==> config.mk <==
export PLATFORM = sky130hd
export DESIGN_NAME = ctr_mode_ctrl
export DESIGN_NICKNAME = d
export VERILOG_FILES = /design/src/rtl/ctr_mode_pkg.sv /design/src/rtl/ctr_mode_ctrl_ctr_reg.sv /design/src/rtl/ctr_mode_ctrl.sv
export SDC_FILE = /design/constraint.sdc
export NUM_CORES = 1
export LEC_CHECK = 0
export CORE_AREA = 2 2 180 182
export CTS_BUF_LIST = sky130_fd_sc_hd__clkbuf_8
export DETAILED_ROUTE_END_ITERATION = 10
export DIE_AREA = 0 0 182 184
export GPL_TIMING_DRIVEN = 0
export PLACE_DENSITY = 0.71
export SETUP_SLACK_MARGIN = 0.02
export SLEW_MARGIN = 20
export SYNTH_ARGS = -nofsm -noshare
export SYNTH_HDL_FRONTEND = slang
export SYNTH_SLANG_ARGS = --single-unit
export TNS_END_PERCENT = 10
==> constraint.sdc <==
create_clock -name clk -period 2.15 [get_ports clk]
set_input_delay 0.5375 -clock clk [delete_from_list [all_inputs] [get_ports clk]]
set_output_delay 0.5375 -clock clk [all_outputs]
set_load 0.005 [all_outputs]
==> src/rtl/ctr_mode_pkg.sv <==
// Shared widths and FSM encoding for the CTR-mode controller.
// Imported by the controller top and its counter sub-module.
package ctr_mode_pkg;

    localparam int KEY_W     = 80;
    localparam int BLK_W     = 64;
    localparam int CTR_W_DEF = 32;

    typedef enum logic [1:0] {
        IDLE    = 2'd0,
        WAIT_IN = 2'd1,
        RUN     = 2'd2,
        DRAIN   = 2'd3
    } state_t;

endpackage

==> src/rtl/ctr_mode_ctrl_ctr_reg.sv <==
// Block counter with clear, increment and sticky wrap flag.
// The flag sets when an all-ones count increments back to zero.
module ctr_reg
    import ctr_mode_pkg::*;
#(
    parameter int W = CTR_W_DEF
) (
    input  logic         clk,
    input  logic         rst_n,
    input  logic         clr,
    input  logic         inc,
    output logic [W-1:0] count,
    output logic         wrap
);

    always_ff @(posedge clk) begin
        if (!rst_n) begin
            count <= '0;
            wrap  <= 1'b0;
        end else if (clr) begin
            count <= '0;
            wrap  <= 1'b0;
        end else if (inc) begin
            count <= count + W'(1);
            if (&count) wrap <= 1'b1;
        end
    end

endmodule

==> src/rtl/ctr_mode_ctrl.sv <==
// CTR-mode controller: sequences one external block-encrypt per word
// and XORs the keystream with the captured plaintext.
module ctr_mode_ctrl
    import ctr_mode_pkg::*;
#(
    parameter int CTR_W = CTR_W_DEF
) (
    input  logic                   clk,
    input  logic                   rst_n,
    input  logic                   start,
    input  logic [KEY_W-1:0]       key,
    input  logic [BLK_W-CTR_W-1:0] nonce,
    input  logic                   in_valid,
    output logic                   in_ready,
    input  logic [BLK_W-1:0]       in_data,
    output logic                   out_valid,
    input  logic                   out_ready,
    output logic [BLK_W-1:0]       out_data,
    output logic                   enc_req,
    input  logic                   enc_ack,
    output logic [KEY_W-1:0]       enc_K,
    output logic [BLK_W-1:0]       enc_M,
    input  logic [BLK_W-1:0]       enc_C,
    output logic                   ctr_wrap
);

    localparam int NONCE_W = BLK_W - CTR_W;

    state_t             state;
    logic [KEY_W-1:0]   key_reg;
    logic [NONCE_W-1:0] nonce_reg;
    logic [BLK_W-1:0]   data_reg;
    logic [BLK_W-1:0]   out_reg;
    logic [CTR_W-1:0]   ctr;
    logic               load;
    logic               bump;

    // start is honoured only while no block is in flight
    assign load = start && (state == IDLE || state == WAIT_IN);
    assign bump = (state == RUN) && enc_ack;

    ctr_reg #(.W(CTR_W)) u_ctr (
        .clk   (clk),
        .rst_n (rst_n),
        .clr   (load),
        .inc   (bump),
        .count (ctr),
        .wrap  (ctr_wrap)
    );

    always_ff @(posedge clk) begin
        if (!rst_n) begin
            state     <= IDLE;
            key_reg   <= '0;
            nonce_reg <= '0;
            data_reg  <= '0;
            out_reg   <= '0;
            enc_req   <= 1'b0;
            in_ready  <= 1'b0;
            out_valid <= 1'b0;
        end else begin
            unique case (state)
                IDLE: begin
                    if (start) begin
                        key_reg   <= key;
                        nonce_reg <= nonce;
                        in_ready  <= 1'b1;
                        state     <= WAIT_IN;
                    end
                end
                WAIT_IN: begin
                    if (start) begin
                        key_reg   <= key;
                        nonce_reg <= nonce;
                    end else if (in_valid) begin
                        data_reg <= in_data;
                        in_ready <= 1'b0;
                        enc_req  <= 1'b1;
                        state    <= RUN;
                    end
                end
                RUN: begin
                    if (enc_ack) begin
                        out_reg   <= enc_C ^ data_reg;
                        enc_req   <= 1'b0;
                        out_valid <= 1'b1;
                        state     <= DRAIN;
                    end
                end
                DRAIN: begin
                    if (out_ready) begin
                        out_valid <= 1'b0;
                        in_ready  <= 1'b1;
                        state     <= WAIT_IN;
                    end
                end
                default: state <= IDLE;
            endcase
        end
    end

    assign enc_K    = key_reg;
    assign enc_M    = {nonce_reg, ctr};
    assign out_data = out_reg;

endmodule

-- Word-level counts from Yosys, hierarchy flattened
Cells that the tools add are included.
- register bits after elaboration: 278
- bits in latches: 0
- memory bits (writable): 0
- bits in read-only memories: 0
- output and inout bits: 212
- memories kept: 0
- $add $sub $neg: 1
- $mul: 0
- div/mod/pow operators: 0
- magnitude comparators: 0
- eq/ne operators: 8
- shift operators: 0
- multiplexer cells: 18
- bitwise logic cells: 3
- reductions and logical operators: 17
- operators with widths (operator ; number):
    64-bit XOR ; 1
    33-bit AND reduction ; 1
    32-bit by 1-bit adder with 32-bit output, second input constant ; 1
    2-bit 2-to-1 mux ; 5
    2-bit != test, second input constant ; 5
    5-bit AND reduction ; 2
    1-bit 2-to-1 mux ; 9
    2-bit one-hot mux with 4 select lines ; 1
    3-bit AND reduction ; 2
    2-bit equality test, second input constant ; 2
    1-bit one-hot mux with 2 select lines ; 2
    2-bit AND reduction ; 2
    4-bit AND reduction ; 1
    2-bit nonzero test ; 2
    2-bit OR reduction ; 2
    1-bit one-hot mux with 3 select lines ; 1
    3-bit nonzero test ; 1
    2-bit by 1-bit equality test with 1-bit output, second input constant ; 1
    1-bit logical AND ; 2
    2-bit logical NOT ; 1
    1-bit inverter ; 2
    1-bit logical OR ; 1

-- Logic depth before layout (Yosys ltp)
Gate-level depths: netlist of the first run.
- depth after elaboration: 4
- gate-level depth with buffers: 8

-- By module
Synthesis of the first run repeated with hierarchy kept, for this count alone.
- cell total of the unflattened synthesis: 1264
- area total of the unflattened synthesis: 11277.1 µm²
- modules (own cells, without submodules) (module ; times used ; cells each ; area each (µm²) ; sequential area each (µm²)):
    ctr_mode_ctrl ; 1 ; 1081 ; 9669.3 ; 4904.7
    ctr_reg ; 1 ; 183 ; 1607.8 ; 660.6

-- Least setup slack after synthesis of the first run
No wires, ideal clock.
- path type: register to register
- start point: reg state[0]
- end point: reg u_ctr.count[28]
- library setup time: 70 ps
- data arrival time: 2051 ps
- required time: 2080 ps
- slack: 29 ps
- cell stages (with the launch flop): 8
- buffers on the path: 1
- path through: dfxtp_1 inv_1 ha_1 nand4_4 or4_1 buf_2 or4_1 a21oi_1
- word-level cells in the longest chain between the ends: 4
- elaborated cells on any way between the ends: 7
- classes of those cells: 2 x eq/ne; 5 x reduce/logical
- RTL lines (what ; line ; source):
    from (decl) ; ctr_mode_ctrl.sv:29 ; state_t state;
    from (signal assigned) ; ctr_mode_ctrl.sv:53 ; state <= IDLE;
    from (signal assigned) ; ctr_mode_ctrl.sv:68 ; state <= WAIT_IN;
    from (signal assigned) ; ctr_mode_ctrl.sv:79 ; state <= RUN;
    2-bit by 1-bit equality test with 1-bit output / 2-bit logical NOT (equally long branches) ; ctr_mode_ctrl.sv:39 ; assign load = start && (state == IDLE || state == WAIT_IN);
    1-bit logical OR ; ctr_mode_ctrl.sv:39 ;
    1-bit logical AND ; ctr_mode_ctrl.sv:39 ;
    2-bit OR reduction (no line) ; n/a ;
    to (signal assigned) ; ctr_mode_ctrl_ctr_reg.sv:24 ; count <= count + W'(1);
    to (decl) ; ctr_mode_ctrl_ctr_reg.sv:12 ; output logic [W-1:0] count,
Parallel ways exist; a longest one is shown, timed or not.
A chain may end at the register's enable or synchronous reset.

-- Worst setup path after layout of the first run
Ends and elaborated chain as after synthesis.

==> results.sh, run 1 <==
export IMPL_outcome="completed"
export IMPL_synthDistinctLibCells=41
export IMPL_cp_start_kind="flop"
export IMPL_grt_ovfl_total=0
export IMPL_p_sw_frac=0.2909
export IMPL_cp_data_required_time_ns=2.62
export IMPL_r2r_slack_ns=0.09
export IMPL_skew_ns=0.02029
export IMPL_synth_area_leaders="dfxtp_1 (50%), nand2_1 (15%), a21boi_0 (12%), o211a_1 (5.8%), xnor2_1 (5.7%)"
export IMPL_clock_sinks=278
export IMPL_ys_seq_area_frac=0.5022
export IMPL_max_slew_margin_rel=0.3825
export IMPL_drt_initial_drc_count=383
export IMPL_multi_input_area_um2=5189
export IMPL_p_clk_frac=0.326
export IMPL_hold_path_end="enc_K[26]$_SDFFE_PN0P_"
export IMPL_hp_class="reg -> reg"
export IMPL_timing_rr_end="u_ctr.count[28]$_SDFFE_PP0N_"
export IMPL_syn_to_final_growth_pct=56.01
export IMPL_critPathSlowestCell="or4_4"
export IMPL_hpwl_um=28600
export IMPL_p_per_area_nw_per_um2=874.6
export IMPL_synthArstFlopShare=0
export IMPL_port_buffers=456
export IMPL_synth_top_area_cell="dfxtp_1"
export IMPL_start_util=0.3530
export IMPL_worst_ep_arrival_time_ns=2.53
export IMPL_worstHoldStart="enc_K[26]$_SDFFE_PN0P_"
export IMPL_numCtsBuffers=49
export IMPL_num_rows=65
export IMPL_ios=458
export IMPL_drc=0
export IMPL_synth_top_area_frac=0.5022
export IMPL_crit_buf_inv=2
export IMPL_power_frac_seq=0.410
export IMPL_min_path_cells=2
export IMPL_synth_edf_count=0
export IMPL_intPower_w=0.01072
export IMPL_final_hold_violation_count=0
export IMPL_drtPass1Iterations=5
export IMPL_path_cells="inv_4 -> ha_4 -> nand4_4 -> or4_4 -> buf_6 -> or4_1 -> a21oi_1"
export IMPL_worstSetupEndpointType="flop"
export IMPL_synth_warnings=0
export IMPL_place_gp_congestion=0.8652
export IMPL_setup_violations=0
export IMPL_crit_fanout=10
export IMPL_crit_family="simple AND/OR/NAND/NOR gates"
export IMPL_finalSetupTns_ns=0
export IMPL_avgRoutedWirePerCell_um=17.03
export IMPL_cts_tree="yes"
export IMPL_worst_slew_pin_slew_ns=0.9262
export IMPL_reg2reg_depth=7
export IMPL_fp_dieW_um=182
export IMPL_dieArea_um2=33490
export IMPL_vias=10570
export IMPL_clockBufferDepth=3
export IMPL_min_period_ns=2.065
export IMPL_slew_viol_final=0
export IMPL_postRouteAntennaNets=0
export IMPL_synth_seq_cells=278
export IMPL_synth_compound_area_frac=0.2075
export IMPL_fillCellCount=2900
export IMPL_synth_area_um2=11080
export IMPL_synth_xor_area_frac=0.05848
export IMPL_fp_dieH_um=184
export IMPL_synth_simple_area_share=0.1914
export IMPL_switchingPower_w=0.004398
export IMPL_syn_nets=1513
export IMPL_synth_top_family_by_area="compound AO/OA/AOI/OAI gates"
export IMPL_cts_htree_levels=2
export IMPL_fin_nets=2021
export IMPL_clock_fmax_mhz=484.3
export IMPL_wl_um=37510
export IMPL_ff_latch_area_um2=5589
export IMPL_grt_antenna_before_repair=2
export IMPL_drive_gt1_frac=0.08454
export IMPL_synth_fa_ha_area_frac=0.005645
export IMPL_cts_root_buffer="clkbuf_8"
export IMPL_final_util=0.5507
export IMPL_grt_pass1_wl_um=57730
export IMPL_grt_pass1_vias=10480
export IMPL_insertion_delay_ns=0.55
export IMPL_fin_crit_sh=0.9604
export IMPL_leakage_nw=6.825
export IMPL_grt_max_degree=12
export IMPL_via_per_inst=4.799
export IMPL_synth_mux_area_frac=0.0009032
export IMPL_core_area_um2=31390
export IMPL_largest_reg_flops=80
export IMPL_combPwrFrac=0.263
export IMPL_syn_mean_instance_area_um2=8.781
export IMPL_vdd_ir_drop_worst_v=0.0004987
export IMPL_globalRouteTotalUtil=0.2176
export IMPL_crit_type="reg -> reg"
export IMPL_r2r_start="state[0]$_SDFFE_PN0P_"
export IMPL_clkTransAtPathRegs_ns=0.05
export IMPL_slowest_delay_ns=0.51
export IMPL_synthFlopType="dfxtp_1"
export IMPL_syn_instance_count=1262
export IMPL_cap_violations=0
cell type report:
class                   instances  area share
diodes                          2   0.0002895
plain buffers                  87     0.02294
clock buffers                  62     0.04936
clock inverters                17    0.007237
inverters                       9    0.002099
multi-input cells             886      0.3001
flip-flops and latches        278      0.3233
well taps                     402     0.02909
repair buffers                459      0.2656
worst max-delay path by stage:
stage	slack [ns]	depth (start not counted)	end	start
after floorplan	0.03	7	u_ctr.count[28]$_SDFFE_PP0N_	state[0]$_SDFFE_PN0P_
after global placement	-0.97	7	u_ctr.count[1]$_SDFFE_PP0N_	enc_ack
after detailed placement	-0.98	7	u_ctr.count[1]$_SDFFE_PP0N_	enc_ack
after CTS	-0.1	6	u_ctr.count[24]$_SDFFE_PP0N_	u_ctr.count[0]$_SDFFE_PP0N_
after global routing	-0.008	7	u_ctr.count[28]$_SDFFE_PP0N_	state[0]$_SDFFE_PN0P_
final	0.09	7	u_ctr.count[28]$_SDFFE_PP0N_	state[0]$_SDFFE_PN0P_
power groups by stage:
stage               registers (W)  logic (W)  clock network (W)
global placement          0.00626    0.00386                  0
finish                    0.00621    0.00398            0.00493
global route              0.00628    0.00437            0.00534
CTS                       0.00619    0.00399            0.00507
floorplan                 0.00630    0.00161                  0
detailed placement        0.00629    0.00391                  0
worst min-delay path: stages (launching register included):
cell and delay, ns:
dfxtp_1 0.30, nand2_1 0.04, a21boi_0 0.06
synthesized netlist by cell type (all sizes together), types with 2 or more instances:
cell type,n
nor2,11
nand3,9
and2,2
nor3,4
dfxtp,278
ha,5
nand4,10
o31ai,8
nand2b,2
nor4,3
buf,5
a21boi,178
or4,11
o211a,64
xor2,2
nand2,434
o21ai,14
o21a,2
xnor2,72
o211ai,2
a21oi,24
and4,4
clkbuf,83
nor2b,3
inv,9
or3,14
layer usage:
layer | global-route usage | part of all wire
met5 | 0 | 0.00035
met4 | 0.09129 | 0.034
met3 | 0.06458 | 0.076
met2 | 0.3727 | 0.48
met1 | 0.2540 | 0.41
stage by stage:
stage	cells	total power [W]	area [um^2]	worst slack, ns	hold WS [ns]
after detailed placement	2120	0.01020	16150	-0.9800	0.4558
after floorplan	1262	0.007909	11080	0.02879	0.4561
after global routing	2201	0.01599	17290	-0.008281	0.4795
final	2202	0.01512	17290	0.08522	0.4607
after CTS	2198	0.01525	17190	-0.09967	0.4634
after global placement	2120	0.01012	16150	-0.9735	0.4504
logic make-up after synthesis:
logic type | Yosys count
simple gates | 509
compound gates | 297
flops | 278
buf+inv | 98
xor+xnor | 74
fa+ha+maj | 5
mux | 1
cells in the final DEF, fill, tap and decap left out, types with 2 or more instances in the layout:
| master | count |
|---|---|
| o211ai_1 | 2 |
| dfxtp_2 | 19 |
| nand3_1 | 8 |
| clkbuf_4 | 3 |
| o21ai_0 | 13 |
| or3_1 | 11 |
| clkbuf_1 | 44 |
| xor2_1 | 2 |
| clkbuf_8 | 62 |
| nor3_1 | 4 |
| buf_4 | 3 |
| clkinv_2 | 7 |
| o211a_1 | 64 |
| clkdlybuf4s50_1 | 454 |
| and4_1 | 4 |
| a21oi_1 | 24 |
| nor2b_1 | 3 |
| or3_2 | 3 |
| clkbuf_2 | 30 |
| diode_2 | 2 |
| dfxtp_1 | 259 |
| ha_4 | 2 |
| xnor2_1 | 72 |
| nand2_1 | 433 |
| nand4_4 | 2 |
| nand4_1 | 8 |
| dlymetal6s2s_1 | 2 |
| bufinv_16 | 2 |
| o31ai_1 | 8 |
| nor4_1 | 3 |
| nor2_1 | 11 |
| buf_2 | 7 |
| or4_1 | 10 |
| ha_1 | 2 |
| a21boi_0 | 178 |
| inv_1 | 16 |
| nand2b_1 | 2 |
| o21a_1 | 2 |
timing repair:
| action | in CTS | in global routing |
|---|---|---|
| endpoints found under the setup margin | 235 | 209 |
| buffers inserted | 0 | 3 |
| pin swaps | 0 | 4 |
| cloned | 0 | 0 |
| hold buffers | 0 | 0 |
| gates resized for setup | 34 | 66 |
Note: power is estimated with default switching activity, not from simulation.
==> run 2: changes to the inputs <==
--- a/config.mk
+++ b/config.mk
@@ -5,8 +5,10 @@
 export SDC_FILE = /design/constraint.sdc
 export NUM_CORES = 1
 export LEC_CHECK = 0
+export CAP_MARGIN = 25
 export CORE_AREA = 2 2 180 182
 export CTS_BUF_LIST = sky130_fd_sc_hd__clkbuf_8
+export CTS_CLUSTER_DIAMETER = 40
 export DETAILED_ROUTE_END_ITERATION = 10
 export DIE_AREA = 0 0 182 184
 export GPL_TIMING_DRIVEN = 0
==> run 2 against run 1 <==
Against the previous run:
- global-route usage grew 0.067 points
- final area increased by 1.1%
- largest cell class unchanged
- cell count rose by 0.64%
- clock power is 16% higher
- clock-buffer cell count up 3
- critical path depth stayed put
- hold slack is essentially flat
- sequential power about the same
- maximum frequency fell by 1.9%
==> results.sh, run 2 (same netlist as run 1, synthesis figures left out) <==
export IMPL_num_rows=65
export IMPL_wl_um=37530
export IMPL_grt_ovfl_total=0
export IMPL_ctsHoldBuffers=0
export IMPL_largest_reg_flops=80
export IMPL_core_area_um2=31390
export IMPL_post_cts_buffers=0
export IMPL_worst_ep_arrival_time_ns=2.59
export IMPL_cts_tree="yes"
export IMPL_grt_max_degree=14
export IMPL_max_slew_margin_rel=0.3801
export IMPL_intPower_w=0.01136
export IMPL_rsz0062_at_grt="true"
export IMPL_min_period_ns=2.104
export IMPL_clkTransAtPathRegs_ns=0.05
export IMPL_clock_fmax_mhz=475.2
export IMPL_ios=458
export IMPL_hp_class="reg -> reg"
export IMPL_via_per_inst=4.781
export IMPL_start_util=0.3530
export IMPL_slew_viol_final=0
export IMPL_cts_root_buffer="clkbuf_8"
export IMPL_clockBufferDepth=3
export IMPL_globalRouteTotalUtil=0.2183
export IMPL_min_path_cells=2
export IMPL_reg2reg_depth=7
export IMPL_grt_pass1_vias=10510
export IMPL_crit_fanout=10
export IMPL_postRouteAntennaNets=0
export IMPL_vias=10590
export IMPL_final_cell_mix="clkdlybuf4s50_1 (453), nand2_1 (433), dfxtp_1 (258)"
export IMPL_p_sw_frac=0.2853
export IMPL_final_hold_violation_count=0
export IMPL_hold_path_end="enc_K[26]$_SDFFE_PN0P_"
export IMPL_fillCellCount=2862
export IMPL_switchingPower_w=0.004533
export IMPL_power_frac_seq=0.390
export IMPL_grt_pass1_wl_um=57890
export IMPL_cap_violations=0
export IMPL_hpwl_um=28600
export IMPL_grt_antenna_before_repair=2
export IMPL_cp_data_required_time_ns=2.63
export IMPL_cts_htree_levels=2
export IMPL_combPwrFrac=0.249
export IMPL_clock_sinks=278
export IMPL_final_util=0.5566
export IMPL_fin_crit_sh=0.9788
export IMPL_skew_ns=0.01036
export IMPL_numCtsBuffers=53
export IMPL_p_per_area_nw_per_um2=909.3
export IMPL_drive_gt1_frac=0.08554
export IMPL_port_buffers=456
export IMPL_drc=0
export IMPL_dieArea_um2=33490
export IMPL_fin_nets=2023
export IMPL_leakage_nw=6.905
export IMPL_crit_type="reg -> reg"
export IMPL_r2r_slack_ns=0.05
export IMPL_multi_input_area_um2=5189
export IMPL_fp_dieH_um=184
export IMPL_holdWs_ns=0.4606
export IMPL_worstSetupEndpointType="flop"
export IMPL_timing_rr_end="u_ctr.count[28]$_SDFFE_PP0N_"
export IMPL_final_common_cell="clkdlybuf4s50_1"
export IMPL_ff_latch_area_um2=5590
export IMPL_insertion_delay_ns=0.56
export IMPL_fp_dieW_um=182
export IMPL_worstHoldStart="enc_K[26]$_SDFFE_PN0P_"
export IMPL_avgRoutedWirePerCell_um=16.94
export IMPL_outcome="completed"
export IMPL_r2r_start="state[0]$_SDFFE_PN0P_"
export IMPL_drtPass1Iterations=5
export IMPL_p_clk_frac=0.360
export IMPL_place_gp_congestion=0.8652
export IMPL_setup_violations=0
export IMPL_vdd_ir_drop_worst_v=0.0005505
export IMPL_cp_start_kind="flop"
export IMPL_worst_slew_pin_slew_ns=0.9298
export IMPL_drt_initial_drc_count=356
export IMPL_syn_to_final_growth_pct=57.67
-- run 2: changes by cell type in the layout (fill, tap and decap cells not counted), moves of 3 or more --
cell	before	now
buf_4	3	0
clkinvlp_4	0	4
clkbuf_2	30	26
bufinv_16	2	6
clkbuf_8	62	65
inv_1	16	22
clkbuf_1	44	50
-- run 2: per-stage QoR --
| stage | cell area [um^2] | cells | total power [W] | setup TNS (ns) | worst slack, ns |
|---|---|---|---|---|---|
| final | 17470 | 2216 | 0.01589 | 0 | 0.04563 |
| after floorplan | 11080 | 1262 | 0.007909 | 0 | 0.02879 |
| after detailed placement | 16150 | 2120 | 0.01020 | -161.59 | -0.9800 |
| after CTS | 17430 | 2214 | 0.01605 | 0 | 0.005337 |
| after global routing | 17470 | 2215 | 0.01676 | -0.6924 | -0.07618 |
| after global placement | 16150 | 2120 | 0.01012 | -150.21 | -0.9735 |
-- run 2: metal layers --
layer	GRT usage	vias up	part of all wire
met1	0.2552	4900	0.41
li1	-	5239	-
met4	0.09129	2	0.034
met2	0.3756	370	0.48
met3	0.06200	83	0.077
met5	0	-	0.00035
-- run 2: layout make-up --
cell class	count	share of cell area
Clock buffer	65	0.05120
Timing Repair Buffer	456	0.2612
Tap cell	402	0.02879
Buffer	88	0.02256
Multi-Input combinational cell	886	0.2970
Clock inverter	30	0.01697
Sequential cell	278	0.3199
Antenna cell	2	0.0002864
Inverter	9	0.002077
-- run 2: worst max-delay path: stages (launching register included) --
cell	delay [ns]
dfxtp_2	0.34
inv_4	0.07
ha_4	0.18
nand4_4	0.14
or4_4	0.51
buf_6	0.15
or4_1	0.50
a21oi_1	0.14
-- run 2: how the worst max path moves through the flow --
stage                                 startpoint                      endpoint  slack (ns)  cells past startpoint
floorplan                  state[0]$_SDFFE_PN0P_  u_ctr.count[28]$_SDFFE_PP0N_        0.03                      7
global placement                         enc_ack   u_ctr.count[1]$_SDFFE_PP0N_       -0.97                      7
detailed placement                       enc_ack   u_ctr.count[1]$_SDFFE_PP0N_       -0.98                      7
CTS                        state[1]$_SDFFE_PN0P_        enc_K[67]$_SDFFE_PN0P_       0.005                      7
global route        u_ctr.count[15]$_SDFFE_PP0N_  u_ctr.count[28]$_SDFFE_PP0N_       -0.08                      6
finish                     state[0]$_SDFFE_PN0P_  u_ctr.count[28]$_SDFFE_PP0N_        0.05                      7
-- run 2: repair_timing --
action | CTS | global route
pin swaps | 2 | 3
setup endpoints to repair | 242 | 209
gates resized for setup | 49 | 38
-- run 2: power by group through the flow --
stage | Combinational [W] | Clock [W] | Sequential, W
final | 0.00396 | 0.00572 | 0.00620
after global routing | 0.00435 | 0.00614 | 0.00628
after CTS | 0.00400 | 0.00585 | 0.00620
after detailed placement | 0.00391 | 0 | 0.00629
after global placement | 0.00386 | 0 | 0.00626
after floorplan | 0.00161 | 0 | 0.00630
==> RTL change 1 (settings of run 2) <==
Make the reset (`rst_n`) asynchronous in 2 clocked blocks.
--- a/src/rtl/ctr_mode_ctrl_ctr_reg.sv
+++ b/src/rtl/ctr_mode_ctrl_ctr_reg.sv
@@ -15,3 +15,3 @@
 
-    always_ff @(posedge clk) begin
+    always_ff @(posedge clk or negedge rst_n) begin
         if (!rst_n) begin
--- a/src/rtl/ctr_mode_ctrl.sv
+++ b/src/rtl/ctr_mode_ctrl.sv
@@ -50,3 +50,3 @@
 
-    always_ff @(posedge clk) begin
+    always_ff @(posedge clk or negedge rst_n) begin
         if (!rst_n) begin
Behaviour: differs if rst_n is asserted again (counterexample within 4 cycles, from zero or initial values and one cycle with rst_n low); with rst_n held inactive, the same outputs for 4 cycles.
==> RTL change 1 against run 2 <==
The run now ends with setup timing left; final cell count shrank 6.6%; sequential cell count unchanged; area after synthesis is 3.0% higher; cell area grew 3.0%; wire length shrank 3.2%; clock skew is 8.6 ps higher; setup slack worse by 68 ps; sequential share of layout area rose by 6.7 points; critical path type unchanged; largest cell class unchanged.
Power is not compared: it rests on default switching activity, and its combinational part moved more than twofold at a synthesized area within 25%.
==> RTL change 1: results (changes against run 2) <==
| Metric | Value |
|---|---|
| Synth Area per Inst | `10.3 sq um (+17%)` |
| Antenna cells | `0 (-2)` |
| Sequential fraction of the synthesis area | `60.9% (+11 points)` |
| Setup violations, final | `1 (+1)` |
| Post-Layout Cell Count | `2070 (-6.6%)` |
| DP Wirelength | `27.1 mm (-5.3%)` |
| Most instantiated cells after synthesis | `354 x nand2_1, 278 x dfrtp_1, 82 x nor2_1` |
| Buffers on Ports | `457 (+0.22%)` |
| WL/cell | `17.6 um (+3.7%)` |
| M1 WL | `13.4 mm (-13%)` |
| First-pass DRT Iterations | `4 (-1)` |
| Met2 usage | `37.5% (-0.11 points)` |
| Cells after DPL | `1969 (-7.1%)` |
| GRT Total Usage | `21.0% (-0.82 points)` |
| Highest routed layer | `met4` |
| Area contributors post-synth | `dfrtp_1 61%, nand2_1 12%, mux2_2 6.4%` |
| Worst setup margin | `-22.1 ps (-67.8 ps)` |
| CTS buffer count | `51 (-3.8%)` |
| Setup Fix Bufs, Post-CTS | `5 (+5)` |
| Routability cong. | `0.815 (-5.8%)` |
| Mux share of post-synthesis cell area | `6.67% (+6.6 points)` |
| Failing checks | `setup timing` |
| Status | `finished, violations left` |
| Post-CTS sizing | `53 (+8.2%)` |
| Slew Limit Headroom | `56.8% (+19 points)` |
| FF-to-FF path depth | `6 (-1)` |
| Initial drt markers | `394 (+11%)` |
| Post-Place Worst Slack | `-996 ps (-16.4 ps)` |
| Nets | `1876 (-7.3%)` |
| Main synth FF type | `dfrtp_1` |
| CTS Hold Bufs | `1 (+1)` |
| CP max stage delay | `570 ps (+60 ps)` |
| Initial antenna violation count | `0 (-2)` |
-- RTL change 1: worst min path at each step --
stage	from	endpoint	slack (ps)	depth (start not counted)
floorplan	rst_n	data_reg[0]$_DFFE_PN0P_	240	0
global placement	enc_K[31]$_DFFE_PN0P_	enc_K[31]$_DFFE_PN0P_	460	2
detailed placement	nonce_reg[22]$_DFFE_PN0P_	nonce_reg[22]$_DFFE_PN0P_	460	2
CTS	nonce[27]	nonce_reg[27]$_DFFE_PN0P_	460	3
global route	nonce[17]	nonce_reg[17]$_DFFE_PN0P_	480	3
finish	enc_K[70]$_DFFE_PN0P_	enc_K[70]$_DFFE_PN0P_	470	2
-- RTL change 1: cell type report --
class	count	area [sq um]
Multi-Input combinational cell	764	4320
Tap cell	402	503
Buffer	53	264
Clock buffer	70	963
Sequential cell	278	6970
Inverter	10	37.5
Timing Repair Buffer	467	4710
Fill cell	2733	13400
Clock inverter	26	233
==> RTL change 2 (config.mk and constraints of run 2) <==
Made on the original files. The package constant `KEY_W` goes from 80 to 120.
--- a/src/rtl/ctr_mode_pkg.sv
+++ b/src/rtl/ctr_mode_pkg.sv
@@ -4,3 +4,3 @@
 
-    localparam int KEY_W     = 80;
+    localparam int KEY_W     = 120;
     localparam int BLK_W     = 64;
Interface: changed (resized enc_K and key); port bits go from 458 to 538. The function was not compared with the original's and may differ.
==> RTL change 2 against run 2 <==
Area after synthesis up 13%; global-route usage up 6.1 points; wire length rose by 28%; sequential cell count up 40; cell area up 13%; worst hold slack better by 1.9 ps; setup slack better by 0.82 ps; power rose by 8.3%; largest power group unchanged.
==> RTL change 2: results (changes against run 2) <==
| Metric | Value |
|---|---|
| Synthesized instance count | `1434 (+14%)` |
| Routed wire length | `48.0 mm (+28%)` |
| Power Internal | `12.0 mW (+5.8%)` |
| Worst vdd ir | `463 uV (-16%)` |
| Most instantiated cells after synthesis | `513 x nand2_1, 318 x dfxtp_1, 218 x a21boi_0` |
| Initial antenna violation count | `16 (+14)` |
| Vias per std cell | `4.90 (+2.5%)` |
| Clock-pin slew on the worst setup and hold paths | `70 ps (+20 ps)` |
| Placed cell areas | `0.0184 sq mm (+14%)` |
| Synth Net Count | `1725 (+14%)` |
| RR Startpoint | `state[1]$_SDFFE_PN0P_` |
| Netlist cell types | `40 (-2.4%)` |
| Post-Place Worst Slack | `-1020 ps (-43.3 ps)` |
| FMAX | `475 MHz (about the same)` |
| Sequential fraction of the synthesis area | `50.8% (+0.55 points)` |
| Buffers on Ports | `536 (+18%)` |
| Leak | `7.82 nW (+13%)` |
| Vias in the first global route | `12200 (+16%)` |
| Area contributors post-synth | `dfxtp_1 51%, nand2_1 15%, a21boi_0 13%` |
| Status | `finished, final reports clean` |
| DP Wirelength | `37.8 mm (+32%)` |
| GRT Total Usage | `27.9% (+6.1 points)` |
| Fraction of layout cells with a size suffix above 1 | `7.31% (-1.2 points)` |
| FF-to-FF path depth | `6 (-1)` |
| Routability cong. | `0.873 (+0.87%)` |
| Post-Layout Cell Count | `2481 (+12%)` |
| Cells after DPL | `2372 (+12%)` |
| Clock latency on the worst-skew pair | `580 ps (+20 ps)` |
| Worst setup path end | `enc_K[57]$_SDFFE_PN0P_` |
| Nets | `2316 (+14%)` |
| Post-Route Skew | `22.2 ps (+11.8 ps)` |
==> RTL change 2: cell types whose count changed in the layout (fill, tap and decap cells not counted), moves of 7 or more <==
cell	change
clkdlybuf4s50_1	+78
xnor2_1	-7
o21ai_0	-8
xor2_1	+8
a21boi_0	+40
diode_2	+12
nand2_1	+80
dfxtp_1	+40
==> RTL change 2: worst min-delay path by stage <==
stage	start	to	slack, ps	cells past startpoint
final	enc_K[88]$_SDFFE_PN0P_	enc_K[88]$_SDFFE_PN0P_	460	2
after global routing	enc_K[76]$_SDFFE_PN0P_	enc_K[76]$_SDFFE_PN0P_	490	2
after CTS	enc_K[35]$_SDFFE_PN0P_	enc_K[35]$_SDFFE_PN0P_	460	2
after detailed placement	enc_K[35]$_SDFFE_PN0P_	enc_K[35]$_SDFFE_PN0P_	460	2
after global placement	enc_K[69]$_SDFFE_PN0P_	enc_K[69]$_SDFFE_PN0P_	450	2
after floorplan	data_reg[0]$_SDFFE_PN0P_	data_reg[0]$_SDFFE_PN0P_	460	2
==> RTL change 2: logic make-up (layout without fill, tap and decap cells) <==
| logic type | Yosys count | in the layout | share of synthesized area, % |
|---|---|---|---|
| muxes | 2 | 2 | 0.170 |
| adders and majority gates | 5 | 5 | 0.499 |
| other | 0 | 14 | 0 |
| buffers and inverters | 112 | 743 | 3.37 |
| DFF | 318 | 318 | 50.8 |
| and+or+nand+nor | 589 | 589 | 19.2 |
| AOI/OAI and AO/OA | 333 | 333 | 20.7 |
| xor gates and xnor gates | 75 | 75 | 5.24 |
==> RTL change 2: layer usage <==
metal / global-route usage (%) / share of wire, % / up-vias
met4: 13.3 / 3.8 / 2
met2: 51.2 / 52 / 451
li1: - / - / 5981
met5: 0 / 0.023 / -
met3: 9.71 / 8.6 / 93
met1: 28.3 / 36 / 5626
==> RTL change 2: worst max-delay path: stages (launching register included) <==
cell	delay, ps
dfxtp_2	340
inv_1	80
ha_1	310
o21a_4	300
clkbuf_1	660
nand2_1	120
a21boi_0	180
==> RTL change 2: power groups by stage <==
stage               Clock, mW  Combinational, mW  Sequential, mW
global placement            0               4.64            7.23
detailed placement          0               4.70            7.26
floorplan                   0               1.88            7.24
global route             5.74               5.18            7.24
CTS                      5.43               4.76            7.15
finish                   5.32               4.73            7.16
==> RTL change 2: repair_timing <==
action,4_1_cts,5_1_grt
endpoints found under the setup margin,318,243
gates resized for setup,49,57
pin swaps,1,0
buffers inserted,0,2
==> RTL change 2: cell type report <==
type	instances	area [sq um]
repair buffers	538	5390
flip-flops and latches	318	6390
diodes	14	35.0
clock buffers	70	963
clock inverters	25	109
multi-input cells	1004	5800
plain buffers	104	457
well taps	402	503
inverters	6	22.5
fillers	2786	11700
